File: config.mk
export PLATFORM = sky130hd
export DESIGN_NAME = ras_stack_flat
export DESIGN_NICKNAME = d
export VERILOG_FILES = /design/src/rtl/ras_stack_pkg.sv /design/src/rtl/ras_stack_if.sv /design/src/rtl/ras_stack.sv /design/src/flat_wrapper.sv
export SDC_FILE = /design/constraint.sdc
export NUM_CORES = 1
export LEC_CHECK = 0
export BUFFER_PORTS_ARGS = -buffer_cell sky130_fd_sc_hd__clkbuf_2
export CAP_MARGIN = 15
export CORE_UTILIZATION = 45
export CTS_BUF_LIST = sky130_fd_sc_hd__clkbuf_8
export CTS_CLUSTER_SIZE = 12
export DETAILED_ROUTE_END_ITERATION = 10
export HOLD_SLACK_MARGIN = 0.1
export PLACE_DENSITY_LB_ADDON = 0.3
export SYNTH_ARGS = -nofsm -noshare
export SYNTH_HDL_FRONTEND = slang
export SYNTH_SLANG_ARGS = --single-unit
File: constraint.sdc
create_clock -name CLK -period 3 [get_ports CLK]
set_input_delay 0.15 -clock CLK [delete_from_list [all_inputs] [get_ports CLK]]
set_output_delay 0.15 -clock CLK [all_outputs]
set_load 0.01 [all_outputs]
File: src/rtl/ras_stack_pkg.sv
// ras_stack_pkg
//   Shared types and sizing for the fetch-predictor return address stack.
//   RAS_ENTRIES must be a power of two so that index arithmetic wraps
//   naturally in LOG_RAS_ENTRIES bits.
package ras_stack_pkg;

  localparam int RAS_ENTRIES     = 16;
  localparam int LOG_RAS_ENTRIES = $clog2(RAS_ENTRIES);

  typedef logic [37:0]                PC38_t;
  typedef logic [LOG_RAS_ENTRIES-1:0] RAS_idx_t;
  typedef logic [LOG_RAS_ENTRIES:0]   RAS_cnt_t;

  // Checkpoint captured into a BCB entry and handed back on restore.
  typedef struct packed {
    RAS_idx_t ras_index;
    RAS_cnt_t ras_count;
  } ras_ckpt_t;

  localparam PC38_t    INIT_PC38    = '0;
  localparam RAS_cnt_t RAS_FULL_CNT = RAS_cnt_t'(RAS_ENTRIES);
  localparam RAS_cnt_t RAS_CNT_ONE  = RAS_cnt_t'(1);
  localparam RAS_idx_t RAS_IDX_ONE  = RAS_idx_t'(1);

endpackage

File: src/rtl/ras_stack_if.sv
// ras_stack_if
//   Predictor <-> return-address-stack signal bundle.
//   master : fetch-predict stage (drives push/pop/restore, reads top of stack)
//   slave  : ras_stack
//   Signals:
//     push_valid/push_pc38    link action and its return address
//     pop_valid               return action
//     ret_valid/ret_pc38      stack non-empty / current top entry
//     ras_index/ras_count     checkpoint exported for BCB capture
//     restore_*               checkpoint returned on mispredict
interface ras_stack_if;
  import ras_stack_pkg::*;

  logic     push_valid;
  PC38_t    push_pc38;
  logic     pop_valid;
  logic     ret_valid;
  PC38_t    ret_pc38;
  RAS_idx_t ras_index;
  RAS_cnt_t ras_count;
  logic     restore_valid;
  RAS_idx_t restore_ras_index;
  RAS_cnt_t restore_ras_count;

  modport master (
    output push_valid, push_pc38, pop_valid,
           restore_valid, restore_ras_index, restore_ras_count,
    input  ret_valid, ret_pc38, ras_index, ras_count
  );

  modport slave (
    input  push_valid, push_pc38, pop_valid,
           restore_valid, restore_ras_index, restore_ras_count,
    output ret_valid, ret_pc38, ras_index, ras_count
  );

endinterface

File: src/rtl/ras_stack.sv
// ras_stack
//   16-entry return address stack for the fetch predictor.
//   Ports:
//     CLK           clock
//     RST           synchronous active-high reset
//     ras           ras_stack_if.slave (push/pop/restore in, top/checkpoint out)
//     overflow_cnt  [7:0] saturating overflow/underflow event counter,
//                   present only when RAS_OVERFLOW_CNT_EN is defined
//   Outputs are straight reads of state flops; updates appear the cycle
//   after the event. Per-cycle priority: restore > push+pop > push > pop.
module ras_stack
  import ras_stack_pkg::*;
(
  input logic        CLK,
  input logic        RST,
  ras_stack_if.slave ras
`ifdef RAS_OVERFLOW_CNT_EN
  ,
  output logic [7:0] overflow_cnt
`endif
);

  PC38_t    ras_mem [RAS_ENTRIES];
  RAS_idx_t ras_index_q;
  RAS_cnt_t ras_count_q;

  logic     empty;
  logic     full;
  RAS_idx_t idx_inc;

  assign empty   = (ras_count_q == '0);
  assign full    = (ras_count_q == RAS_FULL_CNT);
  assign idx_inc = ras_index_q + RAS_IDX_ONE;

  assign ras.ret_valid = !empty;
  assign ras.ret_pc38  = ras_mem[ras_index_q];
  assign ras.ras_index = ras_index_q;
  assign ras.ras_count = ras_count_q;

  // Pop never clears entries: a later restore may legitimately re-expose
  // them during branch recovery.
  always_ff @(posedge CLK) begin
    if (RST) begin
      ras_index_q <= '0;
      ras_count_q <= '0;
      for (int i = 0; i < RAS_ENTRIES; i++) ras_mem[i] <= INIT_PC38;
    end else if (ras.restore_valid) begin
      ras_index_q <= ras.restore_ras_index;
      ras_count_q <= (ras.restore_ras_count > RAS_FULL_CNT) ? RAS_FULL_CNT
                                                            : ras.restore_ras_count;
    end else if (ras.push_valid && ras.pop_valid && !empty) begin
      // Return-and-link: replace top in place.
      ras_mem[ras_index_q] <= ras.push_pc38;
    end else if (ras.push_valid) begin
      // When full the wrapped index lands on the oldest entry.
      ras_index_q      <= idx_inc;
      ras_mem[idx_inc] <= ras.push_pc38;
      if (!full) ras_count_q <= ras_count_q + RAS_CNT_ONE;
    end else if (ras.pop_valid && !empty) begin
      ras_index_q <= ras_index_q - RAS_IDX_ONE;
      ras_count_q <= ras_count_q - RAS_CNT_ONE;
    end
  end

`ifdef RAS_OVERFLOW_CNT_EN
  logic ovf_event;

  assign ovf_event = !ras.restore_valid &&
                     ((ras.push_valid && !ras.pop_valid && full) ||
                      (ras.pop_valid && !ras.push_valid && empty));

  always_ff @(posedge CLK) begin
    if (RST) begin
      overflow_cnt <= '0;
    end else if (ovf_event && (overflow_cnt != 8'hFF)) begin
      overflow_cnt <= overflow_cnt + 8'd1;
    end
  end
`endif

endmodule

File: src/flat_wrapper.sv
// flat-port wrapper written by rule: the top's interface ports become plain ports
module ras_stack_flat import ras_stack_pkg::*;
  (CLK, RST, ras_push_valid, ras_push_pc38, ras_pop_valid, ras_restore_valid, ras_restore_ras_index, ras_restore_ras_count, ras_ret_valid, ras_ret_pc38, ras_ras_index, ras_ras_count);
  ras_stack_if ras_i ();
  input logic CLK;
  input logic RST;
  input wire logic [$bits(ras_i.push_valid)-1:0] ras_push_valid;
  input wire logic [$bits(ras_i.push_pc38)-1:0] ras_push_pc38;
  input wire logic [$bits(ras_i.pop_valid)-1:0] ras_pop_valid;
  input wire logic [$bits(ras_i.restore_valid)-1:0] ras_restore_valid;
  input wire logic [$bits(ras_i.restore_ras_index)-1:0] ras_restore_ras_index;
  input wire logic [$bits(ras_i.restore_ras_count)-1:0] ras_restore_ras_count;
  output wire logic [$bits(ras_i.ret_valid)-1:0] ras_ret_valid;
  output wire logic [$bits(ras_i.ret_pc38)-1:0] ras_ret_pc38;
  output wire logic [$bits(ras_i.ras_index)-1:0] ras_ras_index;
  output wire logic [$bits(ras_i.ras_count)-1:0] ras_ras_count;
  assign ras_i.push_valid = ras_push_valid;
  assign ras_i.push_pc38 = ras_push_pc38;
  assign ras_i.pop_valid = ras_pop_valid;
  assign ras_i.restore_valid = ras_restore_valid;
  assign ras_i.restore_ras_index = ras_restore_ras_index;
  assign ras_i.restore_ras_count = ras_restore_ras_count;
  assign ras_ret_valid = ras_i.ret_valid;
  assign ras_ret_pc38 = ras_i.ret_pc38;
  assign ras_ras_index = ras_i.ras_index;
  assign ras_ras_count = ras_i.ras_count;
  ras_stack u_core (.CLK(CLK), .RST(RST), .ras(ras_i));
endmodule
==> results.py, run 1 <==
metrics = {
    "sta": {
        "period_share": 0.970,
        "worst_slack_ps": 88.9,
        "tightestPinTransition_ps": 767,
        "setup-tns-final_ps": 0,
        "worst_hold_slack_ps": 170,
        "relSlewSlack": 0.489,
        "fin_skew_ps": 30.8,
        "final_max_slew_viol_count": 0,
        "finalSetupViolations": 0,
        "post-route-min-period_ps": 2910,
        "rsz0062_at_grt": "yes",
        "hold_viol": 0,
        "clock.fmax_ghz": 0.344,
    },
    "logic_synthesis": {
        "yosys.area.top_type": "edfxtp_1",
        "synth_area_per_cell_um2": 15.1,
        "yosysUniqueCellTypes": 58,
        "ys_top_cells_by_count": "edfxtp_1 (608), nor2_1 (390), and3_1 (230), mux4_2 (190), nand2_1 (146)",
        "synth.area.top_cells": "edfxtp_1 (65%), mux4_2 (15%), nor2_1 (5.2%)",
        "ys_warn_count": 0,
        "synth_fp_nets": 1923,
        "yosysTopAreaCellShare": 0.650,
        "synth_edf_count": 608,
        "syn-cell-area_mm2": 0.0281,
        "ys.flop_type": "edfxtp_1",
        "synth_most_common_cell": "edfxtp_1",
        "seq_area_frac_synth": 0.659,
        "async_flop_share": 0,
        "postSynthCellCount": 1865,
        "ys_ff_latch": 621,
    },
    "worst_setup_path": {
        "crit_path_top_delay_cell": "mux4_2",
        "worstReg2RegEnd": "u_core.ras.ras_count[1]",
        "path_cells": "buf_12 -> buf_4 -> buf_4 -> mux4_2 -> mux4_2 -> clkbuf_2",
        "crit_required_ps": 2850,
        "rr_worst_depth": 5,
        "r2r-start": "u_core.ras.ras_count[1]",
        "worstPathMaxFanout": 6,
        "reg2reg_slack_ps": 120,
        "crit_path_end_kind": "output port",
        "cp-start-kind": "flip-flop",
        "path_class": "flip-flop to output port",
        "slowest_delay_ps": 560,
        "arrival_ps": 2760,
    },
    "outcome": {
        "outcome": "finished clean",
    },
    "clocking": {
        "clock-sinks": 621,
        "cts_tree": "built",
        "cts_max_level": 3,
        "clock_path_buffers": 3,
        "cts_buffers": 100,
        "clkSlewWorstSetupHoldPaths_ps": 60,
        "clk_latency_ps": 710,
        "cts_root_buf": "clkbuf_8",
    },
    "place": {
        "gp_congestion": 0.815,
        "dp_hpwl_um": 41000,
        "post-place-ws_ps": 231,
        "place_inst": 2700,
        "portBuffers": 99,
        "placedInstanceArea_mm2": 0.0299,
    },
    "cells_and_area": {
        "fillers": 5108,
        "register_area_mm2": 0.0185,
        "area_growth_pct": 15.4,
        "num-nets-final": 2081,
        "multi_input_area_mm2": 0.00877,
        "drive_gt1_frac": 0.255,
        "final_cell_area_mm2": 0.0324,
        "stdcell_count": 2944,
        "fin_util": 0.525,
    },
    "pwr": {
        "irDropWorstVdd_mv": 0.326,
        "power_density_mw_per_mm2": 621,
        "finalPower_mw": 20.1,
        "p_leak_nw": 12.2,
    },
    "grt": {
        "grt_pass1_vias": 18303,
        "antenna_found_initial": 5,
        "grt_pass1_wl_um": 116000,
        "grt_usage": 0.250,
        "grt_overflow": 0,
        "grt_max_degree": 90,
    },
    "routing": {
        "routed_wl_um": 78700,
        "wl_per_cell_um": 26.7,
        "viasPerCell": 6.03,
        "drtIter0Drc": 1852,
        "dr_total_vias": 17759,
        "drc": 0,
        "ant_nets": 0,
        "drtPass1Iterations": 5,
    },
    "hold_path": {
        "hold_depth": 4,
        "worstHoldStart": "ras_pop_valid",
        "hold_class": "input port to flip-flop",
    },
    "floorplanning": {
        "fp.dieH_um": 252,
        "fp-row-count": 91,
        "start_util": 0.455,
        "io_pins": 100,
        "die_x_um": 252,
        "die_area_mm2": 0.0634,
        "coreArea_mm2": 0.0617,
    },
    "flow_run": {
        "maxCapViolCount": 0,
    },
}
==> cell families after synthesis <==
| logic type | count (synthesis) | synth area share |
|---|---|---|
| AND/OR/NAND/NOR | 798 | 0.131 |
| flip-flops | 621 | 0.659 |
| multiplexers | 196 | 0.155 |
| buffers and inverters | 179 | 0.0315 |
| AO/OA/AOI/OAI | 60 | 0.0190 |
| adder cells (fa/ha/maj) | 7 | 0.00330 |
| XOR/XNOR | 4 | 0.00125 |
==> critical path: cells and delay by family (launching register included) <==
family / cells / cell delay (ps)
buffers and inverters: 4 / 630
DFF: 1 / 380
muxes: 2 / 1060
==> cell usage in the layout, fill, tap and decap left out, types with 7 or more instances in the layout <==
cell type	Yosys	final
a21o_2	0	16
a21oi_1	7	7
and3_1	230	229
buf_12	0	37
buf_4	7	38
clkbuf_2	0	99
clkbuf_8	0	104
clkinv_1	0	25
clkinv_2	0	13
dfxtp_1	13	9
dlygate4sd3_1	0	52
edfxtp_1	608	608
inv_1	5	38
mux4_2	190	190
nand2_1	146	146
nor2_1	390	390
nor2b_1	7	7
==> cell type report <==
class | instances | share of cell area
tap | 837 | 0.0323
antenna | 1 | 0.0000772
multi-input combinational | 1065 | 0.270
inverter | 5 | 0.000579
sequential | 621 | 0.572
clock inverter | 81 | 0.0147
clock buffer | 104 | 0.0441
timing repair buffer | 230 | 0.0662
==> registers in the layout, summed over array words and instances, names as in the netlist, named ones only <==
signal and flops:
u_core.ras_mem 608, u_core.ras.ras_count 5, u_core.ras.ras_index 4
==> metal layers <==
layer,GRT usage,wire (um)
met4,0.0871,1770
met2,0.399,37700
met1,0.344,31000
met3,0.0503,8150
met5,0,35
==> timing repair <==
action,4_1_cts,5_1_grt
endpoints found under the hold margin,621,0
gates cloned,0,2
hold buffers,52,0
endpoints found under the setup margin,29,3
gates resized for setup,0,2
setup buffers,4,0
==> report_power, final <==
| group | switching (mW) | leakage [nW] | internal [mW] | total [mW] |
|---|---|---|---|---|
| clock network | 3.40 | 1.10 | 3.65 | 7.05 |
| logic | 1.76 | 4.68 | 1.28 | 3.04 |
| registers | 0.167 | 6.38 | 9.89 | 10.1 |
| total | 5.32 | 12.2 | 14.8 | 20.1 |
==> worst max path at each step <==
| stage | from | end | slack, ps | cells after the start |
|---|---|---|---|---|
| 2_1_floorplan | u_core.ras.ras_index[1] | u_core.ras_mem[12][0] | 10 | 6 |
| 3_3_place_gp | u_core.ras.ras_index[0] | u_core.ras_mem[3][20] | 340 | 6 |
| 3_5_place_dp | u_core.ras.ras_index[0] | u_core.ras_mem[0][22] | 230 | 8 |
| 4_1_cts | flip-flop | ras_ret_pc38[9] | 9 | 5 |
| 5_1_grt | flip-flop | ras_ret_pc38[3] | -7 | 6 |
| 6_report | flip-flop | ras_ret_pc38[3] | 90 | 6 |
Note: power is estimated with default switching activity, not from simulation.
==> run 2: changes to the inputs <==
ABC_AREA = 1   (was unset)
==> run 2 against run 1 <==
  * Worst setup slack improved by 62 ps
  * Synthesized cell count increased by 45%
  * Sequential power about the same
  * Via count increased by 17%
  * Total power decreased by 1.5%
  * Clock-buffer cell count decreased by 2
  * First-iteration DRC count increased by 22%
  * Clock power decreased by 5.2%
==> results.py, run 2 <==
metrics = {
    "logic_synthesis": {
        "yosys.area.top_type": "edfxtp_1",
        "ys_warn_count": 0,
        "ys_top_cells_by_count": "nor2_1 (996), edfxtp_1 (608), o21ai_0 (348), o211ai_1 (153), clkbuf_1 (139)",
        "synth_fp_nets": 2769,
        "synth_most_common_cell": "nor2_1",
        "yosysUniqueCellTypes": 28,
        "seq_area_frac_synth": 0.659,
        "yosysTopAreaCellShare": 0.650,
        "synth_edf_count": 608,
        "ys_ff_latch": 621,
        "postSynthCellCount": 2711,
        "async_flop_share": 0,
        "ys.flop_type": "edfxtp_1",
        "syn-cell-area_mm2": 0.0281,
        "synth_area_per_cell_um2": 10.4,
        "synth.area.top_cells": "edfxtp_1 (65%), nor2_1 (13%), o21ai_0 (6.2%)",
    },
    "sta": {
        "post-route-min-period_ps": 2850,
        "rsz0062_at_grt": "no",
        "period_share": 0.950,
        "clock.fmax_ghz": 0.351,
        "relSlewSlack": 0.465,
        "finalSetupViolations": 0,
        "hold_viol": 0,
        "tightestPinTransition_ps": 802,
        "setup-tns-final_ps": 0,
        "fin_skew_ps": 17.0,
        "final_max_slew_viol_count": 0,
    },
    "cells_and_area": {
        "drive_gt1_frac": 0.149,
        "fillers": 5495,
        "largest_reg_flops": 608,
        "layout_common_cells": "nor2_1 (996), edfxtp_1 (608), o21ai_0 (348)",
        "stdcell_count": 3734,
        "num-nets-final": 2873,
        "area_growth_pct": 13.5,
        "top_register": "u_core.ras_mem",
        "final_common_cell": "nor2_1",
    },
    "floorplanning": {
        "die_area_mm2": 0.0634,
        "fp.dieH_um": 252,
        "fp-row-count": 91,
        "start_util": 0.455,
        "coreArea_mm2": 0.0617,
        "io_pins": 100,
        "die_x_um": 252,
    },
    "routing": {
        "viasPerCell": 5.58,
        "dr_total_vias": 20836,
        "wl_per_cell_um": 20.8,
        "routed_wl_um": 77800,
        "ant_nets": 0,
        "drc": 0,
        "drtIter0Drc": 2256,
        "drtPass1Iterations": 6,
    },
    "grt": {
        "grt_pass1_wl_um": 120000,
        "grt_pass1_vias": 20727,
        "grt_usage": 0.247,
        "antenna_found_initial": 2,
        "grt_overflow": 0,
        "grt_max_degree": 159,
    },
    "hold_path": {
        "hold_class": "input port to flip-flop",
        "holdPathEnd": "u_core.ras_mem[11][33]",
        "hold_depth": 3,
        "worstHoldStart": "ras_push_pc38[33]",
    },
    "clocking": {
        "cts_max_level": 3,
        "clock_path_buffers": 3,
        "cts_root_buf": "clkbuf_8",
        "cts_tree": "built",
        "clk_latency_ps": 700,
        "clkSlewWorstSetupHoldPaths_ps": 60,
        "cts_buffers": 100,
        "clock-sinks": 621,
    },
    "pwr": {
        "p_leak_nw": 12.3,
        "irDropWorstVdd_mv": 0.315,
        "power_density_mw_per_mm2": 622,
    },
    "worst_setup_path": {
        "crit_required_ps": 2850,
        "crit_path_top_delay_cell": "buf_12",
        "critPathMostFrequentCell": "o211ai_1",
        "r2r-start": "u_core.ras.ras_index[0]",
        "arrival_ps": 2700,
        "path_cells": "buf_12 -> o21ai_0 -> o211ai_1 -> o211ai_1 -> nand2_1 -> clkbuf_2",
        "crit_path_end_kind": "output port",
        "worstPathMaxFanout": 146,
        "path_class": "flip-flop to output port",
        "cp-start-kind": "flip-flop",
        "slowest_delay_ps": 460,
        "reg2reg_slack_ps": 200,
        "rr_worst_depth": 11,
    },
    "place": {
        "place_inst": 3486,
        "gp_congestion": 0.868,
        "portBuffers": 99,
        "dp_hpwl_um": 41000,
    },
    "flow_run": {
        "maxCapViolCount": 0,
    },
    "outcome": {
        "outcome": "finished clean",
    },
}
==> run 2: cell types whose count changed in the layout (fill, tap and decap cells not counted), sizes merged, moves of 59 or more <==
| cell | previous run | this run |
|---|---|---|
| nor2 | 390 | 1088 |
| o21ai | 7 | 348 |
| and3 | 230 | 0 |
| mux4 | 190 | 0 |
| o211ai | 1 | 153 |
| nand3 | 6 | 66 |
| inv | 40 | 99 |
==> run 2: critical path, delay by kind of cell (launching register included) <==
kind            cells  cell delay, ps
compound gates      3             730
buf+inv             2             600
flops               1             440
simple gates        1             130
==> run 2: power breakdown <==
part	total (mW)	internal (mW)	leakage [nW]	switching, mW
clock	6.68	3.26	1.06	3.42
combinational	3.08	0.972	4.83	2.11
sequential	10.1	9.89	6.40	0.178
==> run 2: cell families (layout without fill, tap and decap cells) <==
family,count (synthesis),in the layout,share of synthesized area
AOI/OAI and AO/OA,510,510,0.104
xor gates and xnor gates,3,3,0.000936
adders and majority gates,6,6,0.00294
buffers and inverters,290,475,0.0477
DFF,621,621,0.659
other,0,1,0
and+or+nand+nor,1281,1281,0.185
==> run 2: timing repair <==
action / CTS / global route
resized for setup: 0 / 3
buffers inserted: 0 / 0
endpoints found under the setup margin: 0 / 6
hold buffers: 64 / 0
endpoints found under the hold margin: 549 / 0
==> run 2: routing by layer <==
layer / track usage / part of all wire
met1: 0.334 / 0.42
met5: 0 / 0.00017
met2: 0.401 / 0.47
met4: 0.0874 / 0.024
met3: 0.0417 / 0.086
==> run 2: per-stage QoR <==
step           hold slack (ps)  instance area, um2  power (mW)  setup WS (ps)   util
6_report                   149               31900        19.8            151  0.517
5_1_grt                    162               31900        20.6           16.1  0.517
4_1_cts                    102               31900        19.9           44.7  0.516
3_5_place_dp               524               29400        13.2            509  0.477
3_3_place_gp               511               29400        13.1            612  0.477
2_1_floorplan              357               28100        12.1           85.3      -
==> run 2: area by class of cell <==
type	count	area, um2	area share
Sequential cell	621	18500	0.581
Multi-Input combinational cell	1800	8310	0.261
Timing Repair Buffer	234	1980	0.0620
Clock buffer	102	1400	0.0440
Tap cell	837	1050	0.0328
Clock inverter	81	383	0.0120
Inverter	58	234	0.00734
Antenna cell	1	2.50	0.0000785
==> run 2: worst max path at each step <==
| stage | start | to | cells after the start |
|---|---|---|---|
| 2_1_floorplan | u_core.ras.ras_index[0] | u_core.ras_mem[6][0] | 9 |
| 3_3_place_gp | u_core.ras.ras_index[0] | u_core.ras_mem[13][14] | 8 |
| 3_5_place_dp | u_core.ras.ras_index[0] | u_core.ras_mem[3][36] | 8 |
| 4_1_cts | flip-flop | ras_ret_pc38[13] | 9 |
| 5_1_grt | flip-flop | ras_ret_pc38[36] | 6 |
| 6_report | flip-flop | ras_ret_pc38[36] | 6 |
